$ cat src/rtl/xadc_drp_sequencer.sv
// XADC DRP read sequencer: one DRP read per end-of-conversion on a mapped channel,
// with drdy timeout, a single-entry pending slot and a per-slot 12-bit sample bank.
module xadc_drp_sequencer #(
  parameter int unsigned        NCH     = 4,
  parameter logic [5*NCH-1:0]   CH_MAP  = {5'd15, 5'd14, 5'd7, 5'd6},
  parameter int unsigned        TIMEOUT = 31
) (
  input  logic        clk,
  input  logic        reset_p,
  input  logic        eoc_in,
  input  logic [4:0]  channel_in,
  output logic        drp_den,
  output logic [6:0]  drp_daddr,
  input  logic [15:0] drp_do,
  input  logic        drp_drdy,
  output logic        sample_valid,
  output logic [2:0]  sample_slot,
  output logic [11:0] sample_data,
  input  logic [2:0]  rd_slot,
  output logic [11:0] rd_data,
  output logic        overrun,
  output logic        timeout_err,
  input  logic        clr_err
);

  localparam int unsigned BANK_N  = 8;
  localparam int unsigned CNT_W   = 8;
  localparam logic [CNT_W-1:0] TO_CNT = CNT_W'(TIMEOUT);
  localparam logic [3:0]  NCH_C   = 4'(NCH);

  typedef enum logic [1:0] {
    S_IDLE  = 2'd0,
    S_ISSUE = 2'd1,
    S_WAIT  = 2'd2,
    S_STORE = 2'd3
  } state_t;

  state_t             r_state;
  logic               r_eoc_d;
  logic [CNT_W-1:0]   r_cnt;
  logic [2:0]         r_slot;
  logic               r_pend_v;
  logic [2:0]         r_pend_slot;
  logic [4:0]         r_pend_ch;
  logic               r_den;
  logic [6:0]         r_daddr;
  logic               r_sample_valid;
  logic [2:0]         r_sample_slot;
  logic [11:0]        r_sample_data;
  logic [11:0]        r_rd_data;
  logic               r_overrun;
  logic               r_timeout_err;
  logic [11:0]        r_bank [BANK_N];

  logic               w_evt;
  logic               w_hit;
  logic [2:0]         w_slot;
  logic               w_take;
  logic               w_unused;

  assign w_evt    = eoc_in & ~r_eoc_d;
  assign w_take   = w_evt & w_hit;
  assign w_unused = ^drp_do[3:0];

  // Channel-to-slot lookup; scanning downward lets the lowest matching slot win.
  always_comb begin
    w_hit  = 1'b0;
    w_slot = 3'd0;
    for (int i = int'(NCH) - 1; i >= 0; i--) begin
      if (channel_in == CH_MAP[5*i +: 5]) begin
        w_hit  = 1'b1;
        w_slot = 3'(i);
      end
    end
  end

  always_ff @(posedge clk) begin
    if (reset_p) begin
      r_state        <= S_IDLE;
      r_eoc_d        <= 1'b0;
      r_cnt          <= '0;
      r_slot         <= '0;
      r_pend_v       <= 1'b0;
      r_pend_slot    <= '0;
      r_pend_ch      <= '0;
      r_den          <= 1'b0;
      r_daddr        <= '0;
      r_sample_valid <= 1'b0;
      r_sample_slot  <= '0;
      r_sample_data  <= '0;
      r_rd_data      <= '0;
      r_overrun      <= 1'b0;
      r_timeout_err  <= 1'b0;
      for (int i = 0; i < int'(BANK_N); i++) r_bank[i] <= '0;
    end else begin
      r_eoc_d        <= eoc_in;
      r_den          <= 1'b0;
      r_sample_valid <= 1'b0;
      r_overrun      <= 1'b0;
      // Read port samples the bank before any write made on this edge.
      r_rd_data      <= ({1'b0, rd_slot} < NCH_C) ? r_bank[rd_slot] : 12'd0;
      if (clr_err) r_timeout_err <= 1'b0;

      if (w_take && (r_state != S_IDLE)) begin
        r_overrun   <= r_pend_v;
        r_pend_v    <= 1'b1;
        r_pend_slot <= w_slot;
        r_pend_ch   <= channel_in;
      end

      case (r_state)
        S_IDLE: begin
          if (w_take) begin
            r_slot  <= w_slot;
            r_daddr <= {2'b00, channel_in};
            r_den   <= 1'b1;
            r_state <= S_ISSUE;
          end else if (r_pend_v) begin
            r_slot   <= r_pend_slot;
            r_daddr  <= {2'b00, r_pend_ch};
            r_den    <= 1'b1;
            r_pend_v <= 1'b0;
            r_state  <= S_ISSUE;
          end
        end
        S_ISSUE: begin
          r_cnt   <= '0;
          r_state <= S_WAIT;
        end
        S_WAIT: begin
          r_cnt <= r_cnt + CNT_W'(1);
          if (drp_drdy) begin
            // Accepted data lands in the bank as the STORE cycle begins.
            r_bank[r_slot] <= drp_do[15:4];
            r_sample_slot  <= r_slot;
            r_sample_data  <= drp_do[15:4];
            r_sample_valid <= 1'b1;
            r_state        <= S_STORE;
          end else if (r_cnt == TO_CNT) begin
            r_timeout_err <= 1'b1;
            r_state       <= S_IDLE;
          end
        end
        S_STORE: begin
          r_state <= S_IDLE;
        end
        default: begin
          r_state <= S_IDLE;
        end
      endcase
    end
  end

  assign drp_den      = r_den;
  assign drp_daddr    = r_daddr;
  assign sample_valid = r_sample_valid;
  assign sample_slot  = r_sample_slot;
  assign sample_data  = r_sample_data;
  assign rd_data      = r_rd_data;
  assign overrun      = r_overrun;
  assign timeout_err  = r_timeout_err;

endmodule

$ cat config.mk
export PLATFORM = sky130hd
export DESIGN_NAME = xadc_drp_sequencer
export DESIGN_NICKNAME = d
export VERILOG_FILES = /design/src/rtl/xadc_drp_sequencer.sv
export SDC_FILE = /design/constraint.sdc
export NUM_CORES = 1
export LEC_CHECK = 0
export ABC_CLOCK_PERIOD_IN_PS = 2200
export CAP_MARGIN = 0
export CORE_ASPECT_RATIO = 0.5
export CORE_MARGIN = 5
export CORE_UTILIZATION = 30
export CTS_CLUSTER_SIZE = 25
export DETAILED_ROUTE_END_ITERATION = 7
export HOLD_SLACK_MARGIN = 0.02
export PLACE_DENSITY = 0.53
export SKIP_LAST_GASP = 1
export SLEW_MARGIN = 40
export SYNTH_ARGS = -nofsm -noshare
export SYNTH_HDL_FRONTEND = slang
export SYNTH_SLANG_ARGS = --single-unit
$ cat constraint.sdc
create_clock -name clk -period 2.2 [get_ports clk]
set_clock_uncertainty 0.1 [all_clocks]
set_input_delay 0.44 -clock clk [delete_from_list [all_inputs] [get_ports clk]]
set_output_delay 0.44 -clock clk [all_outputs]
set_load 0.05 [all_outputs]
Yosys cells after proc, flatten, opt, wreduce, memory -nomap -nowiden
Memory sizes are Yosys's and may differ from the RTL's. A register that Yosys moved wholly into a read port is not among the register bits.
Index checks and enable logic that the tools add are counted.
W data, S select, Z words.

storage, ports and cells
  register bits = 49
  RAM bits = 96
  input bits = 29
  output and inout port bits = 38
  word-level logic and storage cells = 82
  memories = 1

memories
  name    depth  bits a word  rd ports  clocked after memory_dff  wr ports  line  text
  r_bank  8      12           1         1                         8         53    logic [11:0] r_bank [BANK_N];

cells by class
  $add $sub $neg = 1
  order comparisons = 1
  equal/unequal tests = 10
  mux-type cells = 37
  bitwise gates (word level) = 6
  reductions and logical operators = 12

operators with widths
  operator               number
  $mux W1                21
  $mux W3                6
  $pmux W8 S2            1
  $mux W7                2
  $mux W12               1
  $reduce_or A12 Y1      1
  $eq A5 B3 Y1 const B   2
  $eq A5 B4 Y1 const B   2
  $mux W2                5
  $add A8 B1 Y8 const B  1
  $eq A8 B5 Y1 const B   1
  $pmux W2 S4            1
  $ne A3 B3 Y1 const B   2
  $reduce_and A2 Y1      3
  $reduce_bool A2 Y1     3
  $reduce_or A2 Y1       3
  $eq A2 B2 Y1 const B   2
  $not A1 Y1             4
  $lt A3 B3 Y1 const B   1
  $and A1 B1 Y1          2
  $eq A2 B1 Y1 const B   1
  $logic_not A2 Y1       1
  $logic_and A1 B1 Y1    1

Longest topological paths before layout
Gate-level depths: netlist of run 1.

  depth after elaboration = 11
  mapped depth = 7
  mapped depth without buffers = 6

Worst setup path after synthesis of run 1
No wires, ideal clock.

  path kind = flip-flop to flip-flop
  start point = reg r_state[0]
  end point = mem r_bank[0][0], enable pin
  arrival = 1.343 ns
  path slack = 0.435 ns
  cell stages (with the launch flop) = 6
  path buffers = 0
  cells stage by stage = dfxtp_1 -> inv_1 -> ha_1 -> nand2_1 -> nor4_1 -> or2_2

RTL lines
  what                      line  text
  start: declaration        38    state_t r_state;
  start signal: assignment  79    r_state <= S_IDLE;
  start signal: assignment  117   r_state <= S_ISSUE;
  start signal: assignment  123   r_state <= S_ISSUE;
  end: declaration          53

Final worst setup path of run 1
  start point = reg r_daddr[1], in the netlist drp_daddr[1]
  end point = out drp_daddr[1]

RTL lines
  what                      line  text
  start: declaration        46    logic [6:0] r_daddr;
  start signal: assignment  115   r_daddr <= {2'b00, channel_in};
  start signal: assignment  120   r_daddr <= {2'b00, r_pend_ch};
  end: declaration          13    output logic [6:0] drp_daddr,

No word-level cell between the ends.

==> results of run 1 <==
-- worst min path at each step --
stage / start / end / slack (ns)
floorplan: r_pend_ch[1]$_SDFFE_PP0P_ / r_pend_ch[1]$_SDFFE_PP0P_ / 0.33
global placement: r_pend_ch[2]$_SDFFE_PP0P_ / r_pend_ch[2]$_SDFFE_PP0P_ / 0.34
detailed placement: r_pend_ch[1]$_SDFFE_PP0P_ / r_pend_ch[1]$_SDFFE_PP0P_ / 0.34
CTS: r_pend_ch[2]$_SDFFE_PP0P_ / r_pend_ch[2]$_SDFFE_PP0P_ / 0.35
global route: r_pend_ch[2]$_SDFFE_PP0P_ / r_pend_ch[2]$_SDFFE_PP0P_ / 0.37
finish: r_pend_ch[1]$_SDFFE_PP0P_ / r_pend_ch[1]$_SDFFE_PP0P_ / 0.35
-- cell type report --
cell class              instances  area share
clock inverters                 5      0.0186
well taps                     192      0.0436
repair buffers                 82       0.155
inverters                      13     0.00886
multi-input cells             211       0.265
flip-flops and latches        104       0.465
clock buffers                  11      0.0441
-- worst min-delay path, cell delays in order (launching register included) --
cell and delay, ns:
dfxtp_1 0.31, inv_1 0.04, a21oi_1 0.05
-- flip-flops by register name, summed over array words and instances, names as in the netlist, 2 cells and up --
signal and cells:
rd_data 12, r_pend_ch 5, r_slot 2, drp_daddr 5, r_bank 48, r_pend_slot 2
r_cnt 8, sample_slot 2, r_state 2, sample_data 12
-- through the flow --
stage | instance area, µm² | total power (µW) | cells
2_1_floorplan | 4150 | 2530 | 346
3_3_place_gp | 5160 | 2770 | 602
3_5_place_dp | 5160 | 2770 | 602
4_1_cts | 5510 | 4600 | 618
5_1_grt | 5510 | 4720 | 618
6_report | 5510 | 4550 | 618
-- routing by layer --
layer,track usage,part of all wire
met5,0,0
met4,0.0331,0.010
met3,0.0315,0.044
met2,0.195,0.51
met1,0.135,0.44
-- power by group through the flow --
| stage | combinational [µW] | sequential, µW | clock (µW) |
|---|---|---|---|
| after floorplan | 287 | 2250 | 0 |
| after global placement | 591 | 2180 | 0 |
| after detailed placement | 591 | 2180 | 0 |
| after CTS | 593 | 2140 | 1870 |
| after global routing | 634 | 2140 | 1940 |
| final | 583 | 2140 | 1830 |
-- cells by family after synthesis --
| logic type | after synthesis |
|---|---|
| flip-flops | 104 |
| XOR/XNOR | 5 |
| multiplexers | 18 |
| AO/OA/AOI/OAI | 43 |
| adder cells (fa/ha/maj) | 4 |
| AND/OR/NAND/NOR | 138 |
| buffers and inverters | 31 |
| other | 1 |
-- placed cells by master, fill, tap and decap left out, drive strengths merged, types with 2 or more instances in the layout --
cell,n
nor2,17
mux4,12
bufinv,3
dfxtp,56
ha,4
a221oi,4
clkdlybuf4s50,59
and3,2
buf,23
and2,49
conb,3
nand4,5
a21oi,21
inv,14
o22ai,4
clkbuf,11
mux2i,6
nand2,35
o221a,2
nor2b,13
or3,2
xor2,4
or4,2
nor4,4
edfxtp,48
o21ai,6
nand3,2
or2,5
==> reports/metrics.cfg, run 1 <==
[clock_network]
clk_latency_ns=0.34
clockBufferDepth=2
cts_max_level=3
cts_root_buffer=clkbuf_16
clk_pin_slew_worst_paths_ns=0.07
clock_sinks=104
cts_setup_buffers=0
cts_buffers=9
hold_buffers=0
tritoncts=yes
post_cts_resized=0

[synth]
synth_top_family_by_area=simple AND/OR/NAND/NOR gates
avgSynthCellArea_um2=12.0
synth-compound-area-share=0.0676
synthTopCellsByArea=edfxtp_1, dfxtp_1, and2_1
synthTopCellsByCount=dfxtp_1, and2_1, edfxtp_1, nand2_1, a21oi_1
synthFlopType=dfxtp_1
yosys_warnings=0
synth_cell_types=41
synth_edf_count=48
synth_top_area_frac=0.348
synth.cell_area_um2=4140
synth_top_area_cell=edfxtp_1
synth.most_common_cell=dfxtp_1
synth-seq-cells=104
yosys.area_share.adder=0.0121
synth_cells=344
async_flop_share=0
synth-xor-area-share=0.0106
muxShareOfSynthArea=0.0797
seq_area_frac_synth=0.618
synthSimpleGateAreaFrac=0.179

[power_and_ir_drop]
comb_power_share=0.128
vdd_drop_max_mv=0.354
p_leak_uw=0.00201
p_switching_uw=1050
p_per_area_nw_per_um2=826
p_int_uw=3500
p_seq_frac=0.469
pwr-share-clk=0.402
swShare=0.230

[critical_path]
slowest_delay_ns=0.82
cp_top_family=buffers and inverters
timing.rr.start=r_state[0]$_SDFFE_PP0P_
critPathLaunch=drp_daddr[1]$_SDFFE_PP0P_
start_kind=flip-flop
cp_num_cells=1
path_buf_inv=1
crit_chain=clkdlybuf4s50_1
cp_slowest_cell=clkdlybuf4s50_1
regToRegEndpoint=r_bank[0][5]$_SDFFCE_PN0P_
critPathMaxFanout=2
path_class=reg -> out
crit_path_end_kind=primary output
crit_required_ns=1.66
crit_arrival_ns=1.51
critical_path.endpoint=drp_daddr[1]
r2r_slack_ns=0.35
reg2regPathDepth=6

[route]
via_count=2656
drt-pass1-iter-count=4
wirelength_mm=8.79
via_per_inst=4.30
drc_errors=0
ant_nets=0
drt_iter0_markers=141
routedWlPerCell_um=14.2

[die]
pin_count=67
floorplan.die_area_um2=16400
start_util=0.306
fp-row-count=30
die_w_um=176
die_y_um=93.1
coreArea_um2=13600

[status]
status=finished, final reports clean

[layout]
drive_gt1_frac=0.141
multiInputGateArea_um2=1460
final-seq-area_um2=2560
fillers=1270
n_antenna_cell=0
final_nets=454
post-route-util=0.406
syn_to_final_growth_pct=32.9

[run]
max-cap-violations=0

[timing]
setup-tns-final_ns=0
hold_viol=0
worst_pin_slew_ns=0.536
min_period_over_period=0.931
whs_ns=0.352
final.setup.worst_slack_ns=0.152
max_slew_margin=0.641
final_max_slew_viol_count=0
max_freq_mhz=488
setup_violations=0
min_period_ns=2.05
rsz0062_at_grt=no

[placement]
dp_slack_ns=-0.0463
portBuffers=59
gp_congestion=0.738
dp_hpwl_mm=6.02

[hold_path]
min_delay_path_depth=2
min_path_type=reg -> reg

[grt]
grt_util_all_layers=0.111
grt.overflow.total=0
grt_pass1_vias=2767
antenna_found_initial=0
grt_pass1_wl_mm=14.2
grt_max_degree=30

Note: power is estimated with default switching activity, not from simulation.
==> inputs of run 2 (changes only) <==
Settings changed: ABC_CLOCK_PERIOD_IN_PS 2200 to 1900.
Clock period 2.2 ns to 1.9 ns, I/O delays scaled along.
==> reports/metrics.cfg, run 2 (synthesized netlist as in run 1, its figures left out) <==
[placement]
gp_congestion=0.708  ; -4.1%
post_dp_cell_area_um2=5130  ; -0.53%
dp_hpwl_mm=6.14  ; +2.0%
portBuffers=59  ; unchanged
place_inst=610  ; +1.3%

[critical_path]
cp_num_cells=6  ; +5
r2r_slack_ns=0.08  ; -0.27 ns
slowest_delay_ns=0.31  ; -0.51 ns
cp_slowest_cell=dfxtp_1
path_class=reg -> reg
critPathLaunch=r_state[0]$_SDFFE_PP0P_
crit_chain=inv_1 -> ha_1 -> nand2_1 -> nor4_1 -> or2_2 -> buf_12
crit_required_ns=1.85  ; +0.19 ns
crit_arrival_ns=1.77  ; +0.26 ns
crit_path_end_kind=flip-flop
timing.rr.start=r_state[0]$_SDFFE_PP0P_
critPathMaxFanout=12  ; +10
start_kind=flip-flop
reg2regPathDepth=6  ; unchanged
critical_path.endpoint=r_bank[1][8]$_SDFFCE_PN0P_
cp_top_family=simple AND/OR/NAND/NOR gates
regToRegEndpoint=r_bank[1][8]$_SDFFCE_PN0P_
path_buf_inv=2  ; +1

[timing]
setup-tns-final_ns=0  ; unchanged
final_max_slew_viol_count=0  ; unchanged
min_period_over_period=0.956
rsz0062_at_grt=yes
whs_ns=0.349  ; -0.00300 ns
max_freq_mhz=551
setup_violations=0  ; unchanged
min_period_ns=1.82
hold_viol=0  ; unchanged

[power_and_ir_drop]
p_leak_uw=0.00212  ; +5.2%
vdd_drop_max_mv=0.415  ; +17%
p_per_area_nw_per_um2=956  ; +16%

[layout]
fillers=1306  ; +2.8%
finalInstanceArea_um2=5470  ; -0.68%
post-route-util=0.404  ; -0.00277
largest_reg_flops=48  ; unchanged
syn_to_final_growth_pct=31.9
layout_commonest_cell=buf_4
final_cells=626  ; +1.3%
final-seq-area_um2=2560  ; unchanged
n_antenna_cell=0  ; unchanged
final_nets=462  ; +1.8%
multiInputGateArea_um2=1460  ; unchanged
top_register=r_bank
drive_gt1_frac=0.235  ; +0.0942
layout_common_cells=buf_4, dfxtp_1, and2_1

[die]
pin_count=67  ; unchanged
die_y_um=93.1  ; unchanged
floorplan.die_area_um2=16400  ; unchanged
die_w_um=176  ; unchanged
fp-row-count=30  ; unchanged
start_util=0.306  ; unchanged
coreArea_um2=13600  ; unchanged

[route]
drc_errors=0  ; unchanged
ant_nets=0  ; unchanged
wirelength_mm=8.95  ; +1.8%
wl_met2_mm=4.45  ; -0.51%
wl_met1_mm=4.05  ; +5.4%
drt_iter0_markers=199  ; +41%
routedWlPerCell_um=14.3  ; +0.46%
dr.max_layer_used=met4
via_per_inst=4.39  ; +2.1%
drt-pass1-iter-count=4  ; unchanged
met3_length_um=354  ; -8.5%
via_count=2747  ; +3.4%

[run]
max-cap-violations=0  ; unchanged

[clock_network]
post_cts_resized=0  ; unchanged
clk_pin_slew_worst_paths_ns=0.07  ; about the same
hold_buffers=0  ; unchanged
clock_sinks=104  ; unchanged
clk_latency_ns=0.34  ; about the same
tritoncts=yes
cts_root_buffer=clkbuf_16
clockBufferDepth=2  ; unchanged
cts_max_level=3  ; unchanged
cts_buffers=9  ; unchanged

[grt]
grt.overflow.total=0  ; unchanged
antenna_found_initial=0  ; unchanged
grt_util_all_layers=0.115  ; +0.00367
grt_pass1_wl_mm=14.6  ; +2.9%
grt_max_degree=17  ; -43%
grt_pass1_vias=2766  ; -0.036%

[hold_path]
min_path_type=reg -> reg

[status]
status=finished, final reports clean

==> run 2: layout make-up <==
cell class              instances  area share
clock buffers                  10      0.0419
clock inverters                 6      0.0195
inverters                      13     0.00892
multi-input cells             211       0.267
flip-flops and latches        104       0.469
well taps                     192      0.0439
repair buffers                 90       0.151
==> run 2: report_power, final <==
| part | switching [µW] | internal, µW | total [µW] |
|---|---|---|---|
| clock | 792 | 1280 | 2080 |
| combinational | 384 | 294 | 678 |
| sequential | 41.1 | 2430 | 2470 |
==> run 2: how the worst min path moves through the flow <==
| stage | from | endpoint | slack, ns | cells after the start |
|---|---|---|---|---|
| 6_report | r_pend_ch[2]$_SDFFE_PP0P_ | r_pend_ch[2]$_SDFFE_PP0P_ | 0.35 | 2 |
| 5_1_grt | r_pend_ch[1]$_SDFFE_PP0P_ | r_pend_ch[1]$_SDFFE_PP0P_ | 0.37 | 2 |
| 4_1_cts | r_pend_ch[1]$_SDFFE_PP0P_ | r_pend_ch[1]$_SDFFE_PP0P_ | 0.35 | 2 |
| 3_5_place_dp | r_pend_ch[1]$_SDFFE_PP0P_ | r_pend_ch[1]$_SDFFE_PP0P_ | 0.34 | 2 |
| 3_3_place_gp | r_pend_ch[1]$_SDFFE_PP0P_ | r_pend_ch[1]$_SDFFE_PP0P_ | 0.34 | 2 |
| 2_1_floorplan | r_pend_ch[1]$_SDFFE_PP0P_ | r_pend_ch[1]$_SDFFE_PP0P_ | 0.33 | 2 |
==> run 2: what timing repair did <==
item                       4_1_cts  5_1_grt
hold endpoints to repair         0        0
setup buffers                    0        0
setup endpoints to repair        0       36
==> run 2: metrics by stage <==
step / total power [µW] / setup WS [ns]
final: 5230 / 0.0845
after floorplan: 2930 / 0.135
after detailed placement: 3210 / -0.236
after global placement: 3210 / -0.219
after CTS: 5290 / 0.0928
after global routing: 5440 / -0.0581
==> run 2: layer usage <==
metal | GRT usage | up-vias
li1 | - | 1377
met1 | 0.143 | 1330
met3 | 0.0339 | 6
met5 | 0 | -
met2 | 0.196 | 34
met4 | 0.0331 | 0
==> run 2: worst reg2reg max path: cells and delay by family, from the launching register on <==
family                     cells  cell delay (ns)
and+or+nand+nor                3             0.65
DFF                            1             0.31
buffers and inverters          2             0.25
adders and majority gates      1             0.21
==> inputs of run 3 (changes only) <==
Settings changed: ABC_CLOCK_PERIOD_IN_PS 1900 to 2000, CAP_MARGIN 0 to default, CORE_MARGIN 5 to default.
Clock period 1.9 ns to 2 ns, I/O delays scaled along.
==> reports/metrics.cfg, run 3 (synthesized netlist as in run 1, its figures left out) <==
[status]
status=finished, final reports clean

[critical_path]
path_buf_inv=1  ; -1
cp_top_family=buffers and inverters
crit_arrival_ns=1.44  ; -0.33 ns
path_class=reg -> out
timing.rr.start=r_state[0]$_SDFFE_PP0P_
cp_slowest_cell=clkdlybuf4s50_1
r2r_slack_ns=0.19  ; +0.11 ns
regToRegEndpoint=r_bank[0][2]$_SDFFCE_PN0P_
critPathMaxFanout=1  ; -11
crit_required_ns=1.50  ; -0.35 ns
critPathLaunch=rd_data[0]$_SDFF_PP0_
reg2regPathDepth=6  ; unchanged
crit_chain=clkdlybuf4s50_1
cp_num_cells=1  ; -5
slowest_delay_ns=0.79  ; +0.48 ns
start_kind=flip-flop
crit_path_end_kind=primary output

[power_and_ir_drop]
vdd_drop_max_mv=0.389  ; -6.1%
comb_power_share=0.133  ; +0.003
p_total_uw=4910  ; -6.0%
p_int_uw=3730  ; -7.0%
p_seq_frac=0.478  ; +0.005
p_per_area_nw_per_um2=902  ; -5.6%
swShare=0.240  ; +0.00754
p_leak_uw=0.00217  ; +2.4%
pwr-share-clk=0.389  ; -0.008
p_switching_uw=1180  ; -3.0%

[route]
via_per_inst=4.51  ; +2.8%
routedWlPerCell_um=14.4  ; +1.0%
ant_nets=0  ; unchanged
drt_iter0_markers=93  ; -53%
drt-pass1-iter-count=4  ; unchanged
via_count=2702  ; -1.6%
wirelength_mm=8.65  ; -3.3%
drc_errors=0  ; unchanged

[clock_network]
clock_sinks=104  ; unchanged
clockBufferDepth=2  ; unchanged
clk_pin_slew_worst_paths_ns=0.07  ; about the same
cts_max_level=3  ; unchanged
cts_buffers=9  ; unchanged
clk_latency_ns=0.34  ; about the same
cts_root_buffer=clkbuf_16
tritoncts=yes
hold_buffers=0  ; unchanged

[die]
fp-row-count=29  ; -3.3%
floorplan.die_area_um2=14300  ; -13%
die_w_um=168  ; -4.5%
coreArea_um2=13100  ; -3.6%
die_y_um=85.1  ; -8.6%
start_util=0.317  ; +0.0114
pin_count=67  ; unchanged

[hold_path]
hold_end=r_pend_ch[1]$_SDFFE_PP0P_
min_path_type=reg -> reg
min_delay_path_depth=2  ; unchanged
hold_start=r_pend_ch[1]$_SDFFE_PP0P_

[layout]
multiInputGateArea_um2=1460  ; +0.43%
layout_commonest_cell=dfxtp_1
drive_gt1_frac=0.198  ; -0.0369
final_nets=457  ; -1.1%
layout_common_cells=dfxtp_1, and2_1, edfxtp_1
final-seq-area_um2=2560  ; unchanged
syn_to_final_growth_pct=31.4
post-route-util=0.417  ; +0.0133
largest_reg_flops=48  ; unchanged
top_register=r_bank
n_antenna_cell=0  ; unchanged
final_cells=599  ; -4.3%
fillers=1244  ; -4.7%

[timing]
min_period_ns=1.94
setup_violations=0  ; unchanged
max_freq_mhz=514
max_slew_margin=0.660
worst_pin_slew_ns=0.510
rsz0062_at_grt=yes
final_max_slew_viol_count=0  ; unchanged
min_period_over_period=0.972
hold_viol=0  ; unchanged

[run]
max-cap-violations=0  ; unchanged

[placement]
gp_congestion=0.711  ; +0.42%
portBuffers=59  ; unchanged
place_inst=583  ; -4.4%
dp_hpwl_mm=5.88  ; -4.2%

[grt]
antenna_found_initial=0  ; unchanged
grt_util_all_layers=0.129  ; +0.0138
grt_max_degree=18  ; +1
grt_pass1_wl_mm=13.9  ; -5.0%
grt.overflow.total=0  ; unchanged
grt_pass1_vias=2611  ; -5.6%

[run 3: cell count changes in the layout (fill, tap and decap cells not counted), sizes merged]
cell           change
bufinv             -1
clkinvlp           +1
buf               -21
dlymetal6s2s       +6
clkdlybuf4s50      +9
dlygate4sd2        +1
[run 3: worst min-delay path, delay by kind of cell (launching register included)]
family                 cells  cell delay [ns]
buffers and inverters      1             0.04
DFF                        1             0.31
AOI/OAI and AO/OA          1             0.05
[run 3: what timing repair did]
item | 4_1_cts | 5_1_grt
resized for setup | 1 | 7
setup endpoints to repair | 1 | 18
setup buffers | 0 | 0
endpoints found under the hold margin | 0 | 0
[run 3: worst max-delay path by stage]
stage | end
after global placement | r_bank[0][8]$_SDFFCE_PN0P_
final | rd_data[0]
after CTS | drp_daddr[0]
after global routing | r_bank[0][4]$_SDFFCE_PN0P_
after floorplan | r_bank[0][0]$_SDFFCE_PN0P_
after detailed placement | r_bank[0][5]$_SDFFCE_PN0P_
[run 3: routing by layer]
layer | GRT usage | part of all wire | vias up
li1 | - | - | 1362
met1 | 0.163 | 0.47 | 1287
met2 | 0.216 | 0.49 | 47
met3 | 0.0382 | 0.033 | 6
met4 | 0.0347 | 0.0068 | 0
met5 | 0 | 0 | -
[run 3: cell type report]
type                       count  share of cell area
multi-input combinational    211               0.269
inverter                      13             0.00896
tap                          170              0.0391
sequential                   104               0.471
timing repair buffer          85               0.152
clock inverter                 6              0.0165
clock buffer                  10              0.0439
[run 3: power by group through the flow]
| stage | combinational [µW] | clock, µW | sequential [µW] |
|---|---|---|---|
| 6_report | 652 | 1910 | 2350 |
| 3_3_place_gp | 666 | 0 | 2400 |
| 2_1_floorplan | 315 | 0 | 2470 |
| 3_5_place_dp | 665 | 0 | 2400 |
| 4_1_cts | 667 | 1980 | 2350 |
| 5_1_grt | 719 | 2060 | 2360 |
[run 3: per-stage QoR]
| stage | hold slack, ns | setup TNS (ns) | cell area [µm²] | worst slack (ns) |
|---|---|---|---|---|
| 2_1_floorplan | 0.326 | 0 | 4150 | 0.235 |
| 3_3_place_gp | 0.335 | -7.61 | 5090 | -0.160 |
| 3_5_place_dp | 0.340 | -8.48 | 5090 | -0.174 |
| 4_1_cts | 0.351 | 0 | 5420 | 0.00134 |
| 5_1_grt | 0.378 | -0.00580 | 5440 | -0.00150 |
| 6_report | 0.346 | 0 | 5440 | 0.0556 |
